**config.mk**
```make
export PLATFORM = sky130hd
export DESIGN_NAME = han_carlson_pipe_adder_flat
export DESIGN_NICKNAME = d
export VERILOG_FILES = /design/src/rtl/han_carlson_pipe_adder_pkg.sv /design/src/rtl/han_carlson_pipe_adder_if.sv /design/src/rtl/han_carlson_pipe_adder_prefix_level.sv /design/src/rtl/han_carlson_pipe_adder.sv /design/src/flat_wrapper.sv
export SDC_FILE = /design/constraint.sdc
export NUM_CORES = 1
export LEC_CHECK = 0
export BUFFER_PORTS_ARGS = -buffer_cell sky130_fd_sc_hd__buf_2
export CORE_MARGIN = 2
export CORE_UTILIZATION = 49
export DETAILED_ROUTE_END_ITERATION = 10
export MAX_ROUTING_LAYER = met4
export PLACE_DENSITY = 0.72
export SLEW_MARGIN = 20
export SYNTH_ARGS = -nofsm -noshare
export SYNTH_HDL_FRONTEND = slang
export SYNTH_SLANG_ARGS = --single-unit
```
**constraint.sdc**
```tcl
create_clock -name clk -period 2.45 [get_ports clk]
set_clock_uncertainty 0.2 [all_clocks]
set_input_delay 0.1225 -clock clk [delete_from_list [all_inputs] [get_ports clk]]
set_output_delay 0.1225 -clock clk [all_outputs]
set_load 0.1 [all_outputs]
```
**src/rtl/han_carlson_pipe_adder_pkg.sv**
```systemverilog
// rtl/han_carlson_pipe_adder_pkg.sv - shared types and elaboration helpers for the Han-Carlson adder
// Purpose: prefix-cell types, the prefix-level count and the stage-to-level mapping.
// Ports: none (package).
package han_pkg;

  function automatic int clog2(input int value);
    int result;
    result = 0;
    for (int i = 0; i < 31; i++) begin
      if ((1 << i) < value) result = i + 1;
    end
    return result;
  endfunction

  // One level of odd black cells, clog2(W)-1 sparse Kogge-Stone levels, one grey level.
  function automatic int levels_for(input int width);
    return clog2(width) + 1;
  endfunction

  localparam int DEFAULT_WIDTH = 16;
  localparam int LEVELS        = levels_for(DEFAULT_WIDTH);

  // Prefix level after which pipeline stage k registers (level 0 = bitwise p/g).
  function automatic int stage_level(input int k, input int stages, input int levels);
    return (k * levels) / stages;
  endfunction

  typedef struct packed {
    logic g;
    logic p;
  } pg_t;

  function automatic pg_t black(input pg_t hi, input pg_t lo);
    pg_t r;
    r.g = hi.g | (hi.p & lo.g);
    r.p = hi.p & lo.p;
    return r;
  endfunction

  // The group propagate is no longer needed once a position is fully prefixed.
  function automatic pg_t grey(input pg_t hi, input pg_t lo);
    pg_t r;
    r.g = hi.g | (hi.p & lo.g);
    r.p = hi.p;
    return r;
  endfunction

endpackage

```
**src/rtl/han_carlson_pipe_adder_if.sv**
```systemverilog
// rtl/han_carlson_pipe_adder_if.sv - input/result stream bundle of the Han-Carlson adder
// Purpose: groups the operand beat (in_*) and result beat (out_*) with their handshakes.
// Modports: master drives operands and out_ready; slave (the adder) drives in_ready and results.
interface han_carlson_pipe_adder_if #(
  parameter int WIDTH = 16,
  parameter int TAG_W = 4
);
  logic             in_valid;
  logic             in_ready;
  logic [WIDTH-1:0] in_a;
  logic [WIDTH-1:0] in_b;
  logic             in_cin;
  logic             in_sub;
  logic [TAG_W-1:0] in_tag;
  logic             out_valid;
  logic             out_ready;
  logic [WIDTH-1:0] out_sum;
  logic             out_cout;
  logic             out_ovf;
  logic             out_zero;
  logic [TAG_W-1:0] out_tag;

  modport master (
    output in_valid, in_a, in_b, in_cin, in_sub, in_tag, out_ready,
    input  in_ready, out_valid, out_sum, out_cout, out_ovf, out_zero, out_tag
  );

  modport slave (
    input  in_valid, in_a, in_b, in_cin, in_sub, in_tag, out_ready,
    output in_ready, out_valid, out_sum, out_cout, out_ovf, out_zero, out_tag
  );
endinterface

```
**src/rtl/han_carlson_pipe_adder_prefix_level.sv**
```systemverilog
// rtl/han_carlson_pipe_adder_prefix_level.sv - one combinational level of the Han-Carlson prefix tree
// Purpose: level 1 = odd-bit black cells, middle levels = Kogge-Stone spans over odd bits,
//          last level = grey cells filling the even bits.
// Ports: pg_i - prefix vector entering the level; pg_o - prefix vector leaving it.
module han_prefix_level
  import han_pkg::*;
#(
  parameter int WIDTH = 16,
  parameter int LEVEL = 1
) (
  input  pg_t [WIDTH-1:0] pg_i,
  output pg_t [WIDTH-1:0] pg_o
);
  localparam int LAST = levels_for(WIDTH);
  localparam int SPAN = 1 << (LEVEL - 1);

  for (genvar i = 0; i < WIDTH; i++) begin : g_bit
    if (LEVEL == LAST && (i % 2) == 0 && i > 0) begin : g_grey
      assign pg_o[i] = grey(pg_i[i], pg_i[i-1]);
    end else if (LEVEL < LAST && (i % 2) == 1 && i >= SPAN) begin : g_black
      assign pg_o[i] = black(pg_i[i], pg_i[i-SPAN]);
    end else begin : g_pass
      assign pg_o[i] = pg_i[i];
    end
  end
endmodule

```
**src/rtl/han_carlson_pipe_adder.sv**
```systemverilog
// rtl/han_carlson_pipe_adder.sv - pipelined Han-Carlson adder/subtractor with valid/ready flow control
// Purpose: A + (sub ? ~B : B) + (sub ? ~cin : cin) with cout/ovf/zero flags and a sideband tag.
// Ports: clk, rst_n (async active-low); bus (slave) carries the in_* operand beat and out_* result beat.
module han_carlson_pipe_adder
  import han_pkg::*;
#(
  parameter int WIDTH       = 16,
  parameter int PIPE_STAGES = 2,
  parameter int TAG_W       = 4
) (
  input logic                    clk,
  input logic                    rst_n,
  han_carlson_pipe_adder_if.slave bus
);
  localparam int LV = levels_for(WIDTH);
  localparam int S  = PIPE_STAGES;

  // Values entering stage k; stage_load[S+1] is the downstream ready.
  logic             stage_load  [1:S+1];
  logic             stage_valid [1:S];
  pg_t [WIDTH-1:0]  stage_pg    [1:S];
  logic [WIDTH-1:0] stage_p     [1:S];
  logic             stage_c0    [1:S];
  logic [TAG_W-1:0] stage_tag   [1:S];

  logic [WIDTH-1:0] b_eff;
  logic [WIDTH-1:0] p_in;
  logic             c0_in;
  pg_t [WIDTH-1:0]  pg_in;

  assign b_eff = bus.in_sub ? ~bus.in_b : bus.in_b;
  assign c0_in = bus.in_sub ? ~bus.in_cin : bus.in_cin;
  assign p_in  = bus.in_a ^ b_eff;

  for (genvar i = 0; i < WIDTH; i++) begin : g_pg
    if (i == 0) begin : g_lsb
      // Carry-in folds into g[0] so the tree yields exact carries with no extra cell.
      assign pg_in[i] = '{g: (bus.in_a[0] & b_eff[0]) | (p_in[0] & c0_in), p: p_in[0]};
    end else begin : g_bit
      assign pg_in[i] = '{g: bus.in_a[i] & b_eff[i], p: p_in[i]};
    end
  end

  assign stage_valid[1]   = bus.in_valid;
  assign stage_pg[1]      = pg_in;
  assign stage_p[1]       = p_in;
  assign stage_c0[1]      = c0_in;
  assign stage_tag[1]     = bus.in_tag;
  assign stage_load[S+1]  = bus.out_ready;
  assign bus.in_ready     = stage_load[1];

  for (genvar k = 1; k <= S; k++) begin : g_stage
    localparam int LO = stage_level(k - 1, S, LV);
    localparam int HI = stage_level(k, S, LV);

    pg_t [WIDTH-1:0] node [LO:HI];
    logic            valid_q;

    assign node[LO] = stage_pg[k];
    for (genvar l = LO + 1; l <= HI; l++) begin : g_level
      han_prefix_level #(.WIDTH(WIDTH), .LEVEL(l)) u_level (
        .pg_i (node[l-1]),
        .pg_o (node[l])
      );
    end

    // A stage accepts when empty or when its current beat moves on this cycle.
    assign stage_load[k] = !valid_q || stage_load[k+1];

    always_ff @(posedge clk or negedge rst_n) begin
      if (!rst_n) begin
        valid_q <= 1'b0;
      end else if (stage_load[k]) begin
        valid_q <= stage_valid[k];
      end
    end

    if (k < S) begin : g_mid
      pg_t [WIDTH-1:0]  pg_q;
      logic [WIDTH-1:0] p_q;
      logic             c0_q;
      logic [TAG_W-1:0] tag_q;

      always_ff @(posedge clk or negedge rst_n) begin
        if (!rst_n) begin
          pg_q  <= '0;
          p_q   <= '0;
          c0_q  <= 1'b0;
          tag_q <= '0;
        end else if (stage_load[k]) begin
          pg_q  <= node[HI];
          p_q   <= stage_p[k];
          c0_q  <= stage_c0[k];
          tag_q <= stage_tag[k];
        end
      end

      assign stage_valid[k+1] = valid_q;
      assign stage_pg[k+1]    = pg_q;
      assign stage_p[k+1]     = p_q;
      assign stage_c0[k+1]    = c0_q;
      assign stage_tag[k+1]   = tag_q;
    end else begin : g_last
      // carry[i] is the carry into bit i; carry[WIDTH] is the carry out.
      logic [WIDTH:0]   carry;
      logic [WIDTH-1:0] sum_d, sum_q;
      logic             cout_d, cout_q;
      logic             ovf_d, ovf_q;
      logic             zero_d, zero_q;
      logic [TAG_W-1:0] tag_q;

      assign carry[0] = stage_c0[k];
      for (genvar i = 1; i <= WIDTH; i++) begin : g_carry
        assign carry[i] = node[HI][i-1].g;
      end

      assign sum_d  = stage_p[k] ^ carry[WIDTH-1:0];
      assign cout_d = carry[WIDTH];
      assign ovf_d  = carry[WIDTH-1] ^ carry[WIDTH];
      assign zero_d = (sum_d == '0);

      // Zero is registered too so the whole output word reads 0 out of reset.
      always_ff @(posedge clk or negedge rst_n) begin
        if (!rst_n) begin
          sum_q  <= '0;
          cout_q <= 1'b0;
          ovf_q  <= 1'b0;
          zero_q <= 1'b0;
          tag_q  <= '0;
        end else if (stage_load[k]) begin
          sum_q  <= sum_d;
          cout_q <= cout_d;
          ovf_q  <= ovf_d;
          zero_q <= zero_d;
          tag_q  <= stage_tag[k];
        end
      end

      assign bus.out_valid = valid_q;
      assign bus.out_sum   = sum_q;
      assign bus.out_cout  = cout_q;
      assign bus.out_ovf   = ovf_q;
      assign bus.out_zero  = zero_q;
      assign bus.out_tag   = tag_q;
    end
  end
endmodule

```
**src/flat_wrapper.sv**
```systemverilog
// flat-port wrapper written by rule: the top's interface ports become plain ports
module han_carlson_pipe_adder_flat import han_pkg::*;
#(
  parameter int WIDTH       = 16,
  parameter int PIPE_STAGES = 2,
  parameter int TAG_W       = 4
)
  (clk, rst_n, bus_in_valid, bus_in_a, bus_in_b, bus_in_cin, bus_in_sub, bus_in_tag, bus_out_ready, bus_in_ready, bus_out_valid, bus_out_sum, bus_out_cout, bus_out_ovf, bus_out_zero, bus_out_tag);
  han_carlson_pipe_adder_if #(.WIDTH(WIDTH), .TAG_W(TAG_W)) bus_i ();
  input logic clk;
  input logic rst_n;
  input wire logic [$bits(bus_i.in_valid)-1:0] bus_in_valid;
  input wire logic [$bits(bus_i.in_a)-1:0] bus_in_a;
  input wire logic [$bits(bus_i.in_b)-1:0] bus_in_b;
  input wire logic [$bits(bus_i.in_cin)-1:0] bus_in_cin;
  input wire logic [$bits(bus_i.in_sub)-1:0] bus_in_sub;
  input wire logic [$bits(bus_i.in_tag)-1:0] bus_in_tag;
  input wire logic [$bits(bus_i.out_ready)-1:0] bus_out_ready;
  output wire logic [$bits(bus_i.in_ready)-1:0] bus_in_ready;
  output wire logic [$bits(bus_i.out_valid)-1:0] bus_out_valid;
  output wire logic [$bits(bus_i.out_sum)-1:0] bus_out_sum;
  output wire logic [$bits(bus_i.out_cout)-1:0] bus_out_cout;
  output wire logic [$bits(bus_i.out_ovf)-1:0] bus_out_ovf;
  output wire logic [$bits(bus_i.out_zero)-1:0] bus_out_zero;
  output wire logic [$bits(bus_i.out_tag)-1:0] bus_out_tag;
  assign bus_i.in_valid = bus_in_valid;
  assign bus_i.in_a = bus_in_a;
  assign bus_i.in_b = bus_in_b;
  assign bus_i.in_cin = bus_in_cin;
  assign bus_i.in_sub = bus_in_sub;
  assign bus_i.in_tag = bus_in_tag;
  assign bus_i.out_ready = bus_out_ready;
  assign bus_in_ready = bus_i.in_ready;
  assign bus_out_valid = bus_i.out_valid;
  assign bus_out_sum = bus_i.out_sum;
  assign bus_out_cout = bus_i.out_cout;
  assign bus_out_ovf = bus_i.out_ovf;
  assign bus_out_zero = bus_i.out_zero;
  assign bus_out_tag = bus_i.out_tag;
  han_carlson_pipe_adder #(.WIDTH(WIDTH), .PIPE_STAGES(PIPE_STAGES), .TAG_W(TAG_W)) u_core (.clk(clk), .rst_n(rst_n), .bus(bus_i));
endmodule
```
==> impl.org, run 1 <==
** Run
- Number of maximum-capacitance violations :: 0

** Global route
- In the global route stage, overall resource usage came out at 0.2093.
- The first global-routing pass estimated between 10 and 15 mm of wire.
- Number of global-route vias before repair :: between 2000 and 2500
- For this run the aggregate overflow at the end of global routing stands at 0.
- Maximum number of pins on one net before global-route repair :: 51
- Number of antenna violations at the first check in global routing :: 0

** STA
- The final hold violation count was 0.
- The worst pin sits at a relative slew slack of 0.5090.
- The number of pins with negative max-slew slack in the final report came to 0.
- Actual slew at the worst max-slew pin :: 736.5 ps
- Timing would allow up to about 440 MHz.
- Setup repair after global routing left no endpoint under its margin.
- On the final layout, the worst hold slack is 14.15 ps.
- In the finished design, the share of the clock period the worst path needs comes to 0.9332.
- The routed design could run at a clock period as short as 2286 ps.
- Total negative slack for setup checks :: 0 ps
- Setup violations remaining at the end of the flow were counted as 0.

** Drt
- Number of remaining DRC errors :: 0
- Post-DR vias/cell :: roughly 4.9
- First-pass iteration count of the detailed router :: 4
- After the first detailed-routing iteration, the DRC count stood at 117.
- The final layout contains routed wiring with a total length of about 7 mm.
- Routed vias :: ~2600
- In the final routed layout, each cell accounts on average for 13.41 um.
- Once detail routing completed, the nets flagged for antenna violations numbered 0.

** Yosys
- Netlist area before placement :: 3338 um^2
- By instance count, the leading cell after synthesis is sky130_fd_sc_hd__nand2_1.
- In the synthesized netlist the dominant register cell turns out to be sky130_fd_sc_hd__dfrtp_1.
- Most used standard cells in the synthesized netlist :: 130 x sky130_fd_sc_hd__nand2_1, 68 x sky130_fd_sc_hd__dfrtp_1, 24 x sky130_fd_sc_hd__xor2_1
- Counting every instance in the synthesized netlist gives 356.
- Netlist cell types :: 28
- Syn_nets :: 421
- Of the post-synthesis cell area, the dominant cell type holds 0.5097.
- In the synthesized netlist the async set-or-reset flop fraction comes to 1.000.
- In the post-synthesis netlist, the biggest area contributors are sky130_fd_sc_hd__dfrtp_1 51%, sky130_fd_sc_hd__nand2_1 15%, sky130_fd_sc_hd__ha_1 8.6%, sky130_fd_sc_hd__xor2_1 6.3%, sky130_fd_sc_hd__a21o_1 3.4%.
- Warning count from the yosys run :: 0
- The synthesized design contains 0 enable-type register cells.
- Mean Syn Cell Area :: 9.377 um^2
- Synthesis inferred 68 register bits.
- The biggest area contributor in the post-synthesis netlist is sky130_fd_sc_hd__dfrtp_1.
- The share of the Yosys chip area taken by registers is 0.5097.

** Floorplanning
- The die is between 80 and 90 um tall.
- The floorplan step defined a core boundary enclosing about 6700 um^2.
- The initialized floorplan defines 30 standard-cell rows.
- The floorplan step set the die width to 86.54 um.
- Die area :: 7489 um^2
- Starting utilization of the core area :: 0.4996
- Top-Level Pins :: 67

** Clock network
- CTS clk-pin slew, worst paths :: about 70 ps
- Post-CTS setup-driven buffer insertion count :: 0
- The clock drives between 60 and 70 sinks.
- TritonCTS clock tree :: built
- Total CTS buffers :: 9
- The clock passes through at most 2 buffers.
- CTS root buffer :: sky130_fd_sc_hd__clkbuf_8
- Number of levels in the clock H-tree :: 3
- Clock insertion delay at the later pin of the skew report :: 350 ps

** Worst setup path
- The critical path is of the reg -> reg type.
- Startpoint kind of the worst setup timing path :: flop
- CP max FO :: 3
- Data arrival time of the worst path :: roughly 2400 ps
- STA classifies the critical path endpoint as a flop.
- STA puts the critical path data required time at 2510 ps.

** Layout
- After the last flow step, the layout net total stands at 503.
- Share of cells above drive strength 1 :: 0.2077
- The number of antenna diodes in the final layout is 0.
- Final cell count without fillers :: 523
- After routing the design area is a little over 4000 um^2.
- Compared with the post-synthesis result, the final layout area differs by 23.91%.

** Placement
- Placed Area :: around 3700 um^2
- PortBufs :: 66
- # placed instances :: 490
- Sum of net half-perimeters after detailed placement :: about 5 mm
- The congestion estimate from routability-driven global placement came to 0.8023.

** Power and ir drop
- Across the VDD grid, the largest voltage drop is ~0.42 mV.
- Pwr per Cell Area :: 1033 nW/um^2
- For this design the static power due to leakage is about 0.0022 uW.

** Run status
- The flow ran to the end, and the final reports show no timing, DRC or antenna violations.

** Worst hold path
- Path type of the worst min-delay path :: in -> reg
[logic make-up (layout without fill, tap and decap cells)]
family	count (synthesis)	count (layout)	synth area share
AOI/OAI and AO/OA	50	50	0.09108
xor gates and xnor gates	27	27	0.07084
adders and majority gates	23	23	0.08621
buffers and inverters	18	105	0.03485
DFF	68	68	0.5097
muxes	1	1	0.003373
and+or+nand+nor	169	169	0.2039
[worst max-delay path: stages (launching register included)]
cell,delay (ps)
sky130_fd_sc_hd__dfrtp_1,400
sky130_fd_sc_hd__a21o_1,200
sky130_fd_sc_hd__a21o_1,200
sky130_fd_sc_hd__ha_1,320
sky130_fd_sc_hd__or4_1,470
sky130_fd_sc_hd__nor2_1,100
sky130_fd_sc_hd__nand4_1,110
sky130_fd_sc_hd__o31ai_2,190
[cell type report]
cell class	count	area [um^2]
Timing Repair Buffer	87	543.0
Multi-Input combinational cell	270	1533
Tap cell	80	100.1
Sequential cell	68	1702
Inverter	2	10.01
Fill cell	591	2545
Clock inverter	6	111.4
Clock buffer	10	137.6
[registers in the layout, indices dropped and copies added, names as in the netlist, 4 cells and up]
signal                      flops
u_core.bus.out_sum             16
u_core.bus.out_tag              4
u_core.g_stage.g_mid.p_q       16
u_core.g_stage.g_mid.pg_q      22
u_core.g_stage.g_mid.tag_q      4
[report_power, final]
| group | internal, uW | switching (uW) |
|---|---|---|
| combinational | 368 | 1300 |
| clock | 703 | 430 |
| sequential | 1340 | 130 |
| total | 2420 | 1860 |
[placed cells by master, fill, tap and decap left out, drive strengths merged, types with 2 or more instances in the layout]
| cell | instances |
|---|---|
| a21o | 15 |
| a21oi | 13 |
| a31oi | 2 |
| buf | 70 |
| bufinv | 3 |
| clkbuf | 10 |
| clkinv | 2 |
| dfrtp | 68 |
| dlygate4sd3 | 17 |
| ha | 23 |
| inv | 2 |
| nand2 | 130 |
| nand2b | 3 |
| nand3 | 2 |
| nand4 | 8 |
| nor2 | 21 |
| o21ai | 18 |
| xnor2 | 3 |
| xor2 | 24 |
[worst paths after layout]
kind	end	slack (ps)	depth (start not counted)	startpoint
setup / recovery	u_core.bus.out_zero$_DFFE_PN0P_	160	7	u_core.g_stage[1].g_mid.pg_q[7]$_DFFE_PN0P_
hold reg to reg	u_core.bus.out_valid$_DFFE_PN0P_	250	1	u_core.g_stage[1].valid_q$_DFFE_PN0P_
hold / removal	u_core.g_stage[1].g_mid.p_q[13]$_DFFE_PN0P_	10	4	bus_in_a[13]
max in group asynchronous	u_core.g_stage[1].g_mid.p_q[2]$_DFFE_PN0P_	1250	3	rst_n
setup reg to reg	u_core.bus.out_zero$_DFFE_PN0P_	160	7	u_core.g_stage[1].g_mid.pg_q[7]$_DFFE_PN0P_
min in group asynchronous	u_core.g_stage[1].g_mid.tag_q[0]$_DFFE_PN0P_	160	2	rst_n
[metrics by stage]
stage | worst slack, ps | util | total power (uW)
after global placement | 101.8 | 0.5545 | 3101
after global routing | 58.70 | 0.6191 | 4480
after detailed placement | 32.51 | 0.5545 | 3130
final | 163.6 | 0.6191 | 4271
after CTS | 13.33 | 0.6172 | 4280
after floorplan | 170.4 | - | 2793
[layer usage]
layer  vias up  track usage  wire length (um)
li1       1329            -                 -
met5         -            -                 0
met3        11      0.03048               340
met2        80       0.2986              3057
met1      1161       0.3021              3478
met4         0      0.08523               137
[what timing repair did]
item | 4_1_cts | 5_1_grt
hold buffers | 17 | 0
gates resized for setup | 0 | 1
endpoints found under the hold margin | 51 | 0
setup endpoints to repair | 0 | 1
No activity file was read; power rests on OpenSTA's default activity.
==> inputs of run 2 (changes only) <==
Settings changed: CORE_MARGIN 2 to 5.
==> run 2 against run 1 <==
Core utilization decreased by 1.0 points; clock-buffer cell count increased by 6; first-iteration DRC count increased by 30%; largest power group unchanged; via count about the same; final cell count increased by 0.19%; combinational power about the same; register-to-register slack got worse by 30 ps; global-route usage decreased by 2.3 points; fmax decreased by 1.1%; total power decreased by 5.4%; largest cell class unchanged; sequential cell count unchanged.
==> impl.org, run 2 (synthesized netlist as in run 1, its figures left out) <==
** Run status
- Result of the run :: complete, no violations

** Floorplanning
- Horizontal die dimension :: 92.54 um (+6.9%)
- The die area is 8564 um^2 (+14%).
- Top-Level Pins :: 67 (unchanged)
- Area inside the core boundary :: 6719 um^2 (+0.56%)
- Cell Rows :: 30 (unchanged)
- The initial cell density of the core is 0.4968 (-0.002791).
- Die Ht :: 92.54 um (+6.9%)

** Drt
- The number of remaining DRC errors was 0 (unchanged).
- The final routed wirelength across all metal layers was 7.093 mm (+1.1%).
- DRC marker count from the first detailed-route iteration :: 152 (+30%)
- Routed vias :: 2579 (-0.077%)
- The length of the first detailed-routing pass in iterations was 4 (unchanged).
- Post-DR vias/cell :: 4.922 (-0.27%)
- WL per Instance :: 13.54 um (+0.93%)
- Post-DRT Antenna Nets :: 0 (unchanged)

** Placement
- Sum of net half-perimeters after detailed placement :: 5.234 mm (+6.1%)
- The global placement routability congestion came to 0.8015 (about the same).
- The count of buffers inserted at the top-level ports came to 66 (unchanged).
- The placed instance area was 3700 um^2 (-0.13%).
- The pre-CTS setup slack came to 36.88 ps (+4.367 ps).

** Worst hold path
- Path type of the worst min-delay path :: in -> reg

** Global route
- The total global-route track usage is 0.1866 (-0.02265).
- The leftover overflow at the end of global routing was 0 (unchanged).
- Maximum number of pins on one net before global-route repair :: 51 (unchanged)
- The via count of the first global-routing pass came to 2585 (+8.0%).
- First-pass GRT wire length :: 12.33 mm (+7.0%)
- The initial antenna violation count came to 0 (unchanged).

** Worst setup path
- Critical Setup Path Class :: reg -> reg
- STA classifies the critical path startpoint as a flop.
- Cell type of the slowest stage on the worst timing path :: sky130_fd_sc_hd__dfrtp_1
- The delay of the slowest cell on the worst path is 410 ps (-60 ps).
- CP max FO :: 3 (unchanged)
- Kind of capture point of the worst setup path :: flop
- Data arrival time of the worst path :: 2360 ps (about the same)
- The combined buffer and inverter count along the critical path is 0 (unchanged).
- Endpoint required time on the critical path :: 2490 ps (-20 ps)
- The cell family contributing the most delay on the critical path is compound AO/OA/AOI/OAI gates.
- Dominant cell type by count on the critical path :: sky130_fd_sc_hd__a21o_1
- CP cell instances :: a21o_1, a21o_1, a21o_1, ha_4, or4_1, nor2_1, nand4_1, o31ai_2

** Clock network
- The total number of H-tree levels was 3 (unchanged).
- Buffer depth of the longest clock path :: 2 (unchanged)
- The CTS buffer count came to 9 (unchanged).
- TritonCTS built the clock tree.
- The count of clock tree sinks was 68 (unchanged).
- Clock insertion delay at the later pin of the skew report :: 330 ps (-20 ps)
- In this run the clock root is driven by a sky130_fd_sc_hd__clkbuf_8.
- The clock-pin slew on the worst setup and hold paths is 70 ps (about the same).

** Run
- The number of violations of the max-capacitance limit was 0 (unchanged).

** STA
- The number of pins with negative max-slew slack in the final report was 0 (unchanged).
- The maximum clock rate was 432.5 MHz (-1.1%).
- Actual slew at the worst max-slew pin :: 747.8 ps (+11.30 ps)
- Worst slew margin :: 0.5015 (-0.007532)
- Post-layout worst setup margin :: 138.1 ps (-25.52 ps)
- Final period demand of the worst path :: 2312 ps (+25.52 ps)
- Total negative slack for setup checks :: 0 ps (unchanged)
- Final Hold Fails :: 0 (unchanged)
- The total setup violations reported at the end of the flow came to 0 (unchanged).
- The share of the clock period used by the worst path after layout is 0.9437 (+0.01042).
- Setup repair after global routing missed its margin :: no

** Layout
- The library cell used most frequently in the layout, excluding fill and tap cells, is sky130_fd_sc_hd__nand2_1.
- The count of nets after finishing is 504 (+0.20%).
- Antenna diode instance count :: 0 (unchanged)
- Flip-flop count of the largest register after layout :: 22 (unchanged)
- The fill cell instance count of the final layout was 613 (+3.7%).
- Relative to the synthesized area, the layout overhead comes to 22.60%.
- Largest reg by FF count :: u_core.g_stage.g_mid.pg_q
- The area of all placed cells without fillers came to 4093 um^2 (-1.1%).
- Leaving out fill and tap cells, the most frequent cells in the layout are 130 x sky130_fd_sc_hd__nand2_1, 68 x sky130_fd_sc_hd__dfrtp_1, 66 x sky130_fd_sc_hd__buf_2.
- Area of the multi-input gates :: 1545 um^2 (+0.82%)
- The fraction of final layout cells with drive strength greater than 1 came to 0.2095 (+0.001785).
- The area taken by flip-flops and latches was 1702 um^2 (unchanged).

** Power and ir drop
- Worst IR drop on VDD :: 0.2873 mV (-31%)
- The total power per unit cell area was 987.1 nW/um^2 (-4.4%).
- Lkg Pwr :: 0.002167 uW (-0.90%)
## run 2: changes by cell type in the layout (fill, tap and decap cells not counted), sizes merged
cell         before  now
bufinv            3    0
dlygate4sd3      17   16
buf              70   72
clkbuf           10   16
clkinvlp          1    0
clkinv            2    0
## run 2: metrics by stage
| step | power, uW | hold WS, ps | util | cells |
|---|---|---|---|---|
| after floorplan | 2793 | -373.1 | - | 356 |
| after global placement | 3104 | -64.05 | 0.5507 | 491 |
| after detailed placement | 3134 | -54.09 | 0.5507 | 491 |
| after CTS | 4052 | 11.26 | 0.6043 | 523 |
| after global routing | 4258 | 41.54 | 0.6091 | 524 |
| final | 4040 | 24.41 | 0.6091 | 524 |
## run 2: layout make-up
cell class                      count  area share
Timing Repair Buffer               88      0.1308
Sequential cell                    68      0.4158
Inverter                            2    0.002446
Multi-Input combinational cell    270      0.3776
Clock buffer                       16     0.04891
Tap cell                           80     0.02446
## run 2: timing repair
item / in CTS / in global routing
hold buffers: 16 / 0
setup buffers: 0 / 1
resized for setup: 0 / 2
hold endpoints to repair: 45 / 0
endpoints found under the setup margin: 0 / 1
## run 2: report_power, final
group          switching (uW)  total [uW]  internal (uW)
clock                     384         892            508
sequential                130        1480           1350
combinational            1300        1670            375
## run 2: final timing paths
check | startpoint | to | slack, ps | cells after the start
max in group asynchronous | rst_n | u_core.bus.out_cout$_DFFE_PN0P_ | 1210 | 3
min | bus_in_a[5] | u_core.g_stage[1].g_mid.p_q[5]$_DFFE_PN0P_ | 20 | 4
min reg2reg | u_core.bus.out_tag[2]$_DFFE_PN0P_ | u_core.bus.out_tag[2]$_DFFE_PN0P_ | 260 | 2
min in group asynchronous | rst_n | u_core.g_stage[1].g_mid.p_q[0]$_DFFE_PN0P_ | 120 | 2
max | u_core.g_stage[1].g_mid.pg_q[3]$_DFFE_PN0P_ | u_core.bus.out_zero$_DFFE_PN0P_ | 140 | 8
max reg2reg | u_core.g_stage[1].g_mid.pg_q[3]$_DFFE_PN0P_ | u_core.bus.out_zero$_DFFE_PN0P_ | 140 | 8
## run 2: routing by layer
layer	wire [um]	global-route usage	vias up
met3	435	0.04143	5
li1	-	-	1327
met2	3079	0.2725	87
met4	67	0.05941	0
met1	3511	0.2603	1160
met5	0	-	-
## run 2: worst min-delay path, delay by kind of cell
kind                     cells  cell delay [ps]
buffers and inverters        1               80
adder cells (fa/ha/maj)      1              200
AND/OR/NAND/NOR              2              120
==> inputs of run 3 (changes only) <==
Settings changed: CORE_UTILIZATION 49 to 45, PLACE_DENSITY 0.72 to 0.67.
==> run 3 against run 2 <==
First-iteration DRC count increased by 6.6%; highest routed layer unchanged; final cell count rose by 3.8%; largest power group unchanged; sequential share of layout area decreased by 0.089 points.
==> impl.org, run 3 (synthesized netlist as in run 1, its figures left out) <==
** STA
- The max-slew headroom at the worst pin is 0.5043 (+0.002853).
- Setup repair after global routing missed its margin :: yes
- Final Hold Fails :: 0 (unchanged)
- The total setup violations reported at the end of the flow is 0 (unchanged).
- The share of the clock period used by the worst path after layout came to 0.9671 (+0.02341).
- The transition at the pin with the smallest max-transition slack came to 743.5 ps (-4.280 ps).
- The final worst setup slack is 80.71 ps (-57.35 ps).
- The worst hold slack across all endpoints was 29.44 ps (+5.025 ps).
- The setup TNS after final layout is 0 ps (unchanged).
- The number of pins with negative max-slew slack in the final report came to 0 (unchanged).
- Maximum frequency from static timing analysis :: 422.1 MHz (-2.4%)
- Final period demand of the worst path :: 2369 ps (+57.35 ps)

** Clock network
- The CTS buffer count was 9 (unchanged).
- TritonCTS built the clock tree.
- Buffer depth of the longest clock path :: 2 (unchanged)
- Number of levels in the clock H-tree :: 3 (unchanged)
- The latest clock arrival within the worst-skew pair came to 340 ps (about the same).
- The clock-pin slew on the worst setup and hold paths is 70 ps (about the same).
- CTS root buffer :: sky130_fd_sc_hd__clkbuf_8
- The count of clock tree sinks was 68 (unchanged).

** Placement
- The global placement routability congestion was 0.8023 (about the same).
- The total instance count after detailed placement came to 510 (+3.9%).
- The HPWL after detailed placement was 5.238 mm (about the same).
- Worst slack, placed :: 47.33 ps (+10.46 ps)
- The count of buffers inserted at the top-level ports was 66 (unchanged).

** Global route
- The via count of the first global-routing pass is 2466 (-4.6%).
- GR Util met1 :: 0.2501 (-0.01017)
- The leftover overflow at the end of global routing came to 0 (unchanged).
- First-pass GRT wire length :: 11.83 mm (-4.1%)
- The initial antenna violation count came to 0 (unchanged).
- The total global-route track usage is 0.1755 (-0.01118).
- Layer with the highest usage after global routing :: met1
- Maximum number of pins on one net before global-route repair :: 51 (unchanged)
- The met3 usage came to 0.05317 (+0.01174).
- The met2 track demand over resource is 0.2358 (-0.03674).

** Floorplanning
- Cell Rows :: 31 (+3.3%)
- Area inside the core boundary :: 7253 um^2 (+8.0%)
- The I/O pin total is 67 (unchanged).
- The die area is 9241 um^2 (+7.9%).
- Starting utilization of the core area :: 0.4602 (-0.03660)
- The die boundary height was 96.13 um (+3.9%).
- Horizontal die dimension :: 96.13 um (+3.9%)

** Worst setup path
- The depth of the worst register-to-register path came to 8 (unchanged).
- Endpoint required time on the critical path :: 2500 ps (about the same)
- The worst register-to-register path ends at u_core.bus.out_zero$_DFFE_PN0P_.
- The worst-case register-to-register setup slack was 80 ps (-60 ps).
- The worst path arrival time is 2420 ps (+60 ps).
- CP max FO :: 2 (-1)
- CP cell instances :: a21o_1, a21o_1, a21o_1, ha_4, or4_4, nor2_2, nand4_1, o31ai_2
- The most critical setup path has its startpoint at u_core.g_stage[1].g_mid.pg_q[10]$_DFFE_PN0P_.
- The delay of the slowest cell on the worst path came to 510 ps (+100 ps).
- Total buffers and inverters traversed by the critical path :: 0 (unchanged)
- Critical Path Sink :: u_core.bus.out_zero$_DFFE_PN0P_
- Startpoint kind of the worst setup timing path :: flop
- Reg2reg start :: u_core.g_stage[1].g_mid.pg_q[10]$_DFFE_PN0P_
- Among cell families on the critical path, the largest total delay comes from compound AO/OA/AOI/OAI gates.
- Number of cells on the critical path :: 8 (unchanged)
- Cell type of the slowest stage on the worst timing path :: sky130_fd_sc_hd__or4_4
- Kind of capture point of the worst setup path :: flop
- By startpoint and endpoint, the worst setup path is classified as reg -> reg.
- By instance count, the cell type seen most on the critical path is sky130_fd_sc_hd__a21o_1.

** Run
- Number of maximum-capacitance violations :: 0 (unchanged)

** Drt
- The average wire per standard cell was 13.06 um (-3.5%).
- The length of the first detailed-routing pass in iterations was 4 (unchanged).
- Post-DR vias/cell :: 4.741 (-3.7%)
- The number of remaining DRC errors was 0 (unchanged).
- Final WL :: 7.106 mm (+0.18%)
- The number of routed nets with antenna violations came to 0 (unchanged).
- DRC marker count from the first detailed-route iteration :: 162 (+6.6%)
- Routed vias :: 2579 (unchanged)

** Layout
- Number of nets in the finished design :: 505 (+0.20%)
- The flip-flop count of the largest register, all copies and words added is 22 (unchanged).
- The fraction of final layout cells with drive strength greater than 1 was 0.2135 (+0.004024).
- Compared with the post-synthesis result, the final layout area differs by 22.86%.
- In the layout the commonest cells are 130 x sky130_fd_sc_hd__nand2_1, 68 x sky130_fd_sc_hd__dfrtp_1, 66 x sky130_fd_sc_hd__buf_2.
- Largest reg by FF count :: u_core.g_stage.g_mid.pg_q
- Antenna diode instance count :: 0 (unchanged)
- Final cell count without fillers :: 544 (+3.8%)
- Most common library cell in the layout ignoring fill and taps :: sky130_fd_sc_hd__nand2_1

** Power and ir drop
- The total power per unit cell area came to 979.6 nW/um^2 (-0.76%).
- The largest voltage drop on the vdd net came to 0.2863 mV (-0.33%).
- The leakage dissipation was 0.002164 uW (-0.16%).

** Run status
- The flow ran to the end, and the final reports show no timing, DRC or antenna violations.

** Worst hold path
- The worst hold path belongs to the class in -> reg.
[run 3: cell types whose count changed in the layout (fill, tap and decap cells not counted), sizes merged]
cell      previous run  this run
bufinv               0         1
clkinv               0         3
clkbuf              16        11
clkinvlp             0         1
buf                 72        73
[run 3: cell type report]
class | instances | area (um^2)
fill | 693 | 3152
sequential | 68 | 1702
multi-input combinational | 270 | 1539
timing repair buffer | 89 | 543.0
clock buffer | 11 | 131.4
tap | 99 | 123.9
clock inverter | 5 | 52.55
inverter | 2 | 10.01
[run 3: metal layers]
| metal | up-vias | part of all wire |
|---|---|---|
| met2 | 81 | 0.41 |
| li1 | 1333 | - |
| met1 | 1159 | 0.51 |
| met5 | - | 0 |
| met3 | 6 | 0.069 |
| met4 | 0 | 0.010 |
[run 3: stage by stage]
stage | util | total power (uW) | instance area, um^2
after detailed placement | 0.5134 | 3133 | 3724
after global placement | 0.5134 | 3112 | 3724
after CTS | 0.5608 | 4030 | 4068
after global routing | 0.5655 | 4244 | 4101
final | 0.5655 | 4018 | 4101
after floorplan | - | 2793 | 3338
[run 3: worst min path at each step]
stage                      from                                      endpoint  slack [ps]  cells past startpoint
floorplan                 rst_n               u_core.bus.out_cout$_DFFE_PN0P_        -370                      0
global placement          rst_n    u_core.g_stage[1].g_mid.p_q[0]$_DFFE_PN0P_          -4                      1
global route        bus_in_a[7]  u_core.g_stage[1].g_mid.pg_q[15]$_DFFE_PN0P_          40                      4
finish              bus_in_a[5]    u_core.g_stage[1].g_mid.p_q[5]$_DFFE_PN0P_          30                      4
detailed placement        rst_n   u_core.g_stage[1].g_mid.pg_q[1]$_DFFE_PN0P_           5                      1
CTS                 bus_in_a[6]  u_core.g_stage[1].g_mid.pg_q[13]$_DFFE_PN0P_           3                      4
[run 3: worst reg2reg max path, stage by stage, from the launching register on]
cell and delay (ps):
sky130_fd_sc_hd__dfrtp_1 380, sky130_fd_sc_hd__a21o_1 200, sky130_fd_sc_hd__a21o_1 170, sky130_fd_sc_hd__a21o_1 190
sky130_fd_sc_hd__ha_4 220, sky130_fd_sc_hd__or4_4 510, sky130_fd_sc_hd__nor2_2 120, sky130_fd_sc_hd__nand4_1 110
sky130_fd_sc_hd__o31ai_2 190
[run 3: report_power, final]
group	leakage [uW]	internal (uW)	total, uW	switching [uW]
combinational	0.00124	379	1680	1300
sequential	0.000829	1340	1470	122
clock	0.0000931	465	869	404
total	0.00216	2190	4020	1830
[run 3: repair_timing]
action	4_1_cts	5_1_grt
endpoints found under the hold margin	50	0
resized for setup	0	3
endpoints found under the setup margin	0	1
hold buffers	16	0
buffers inserted	0	2
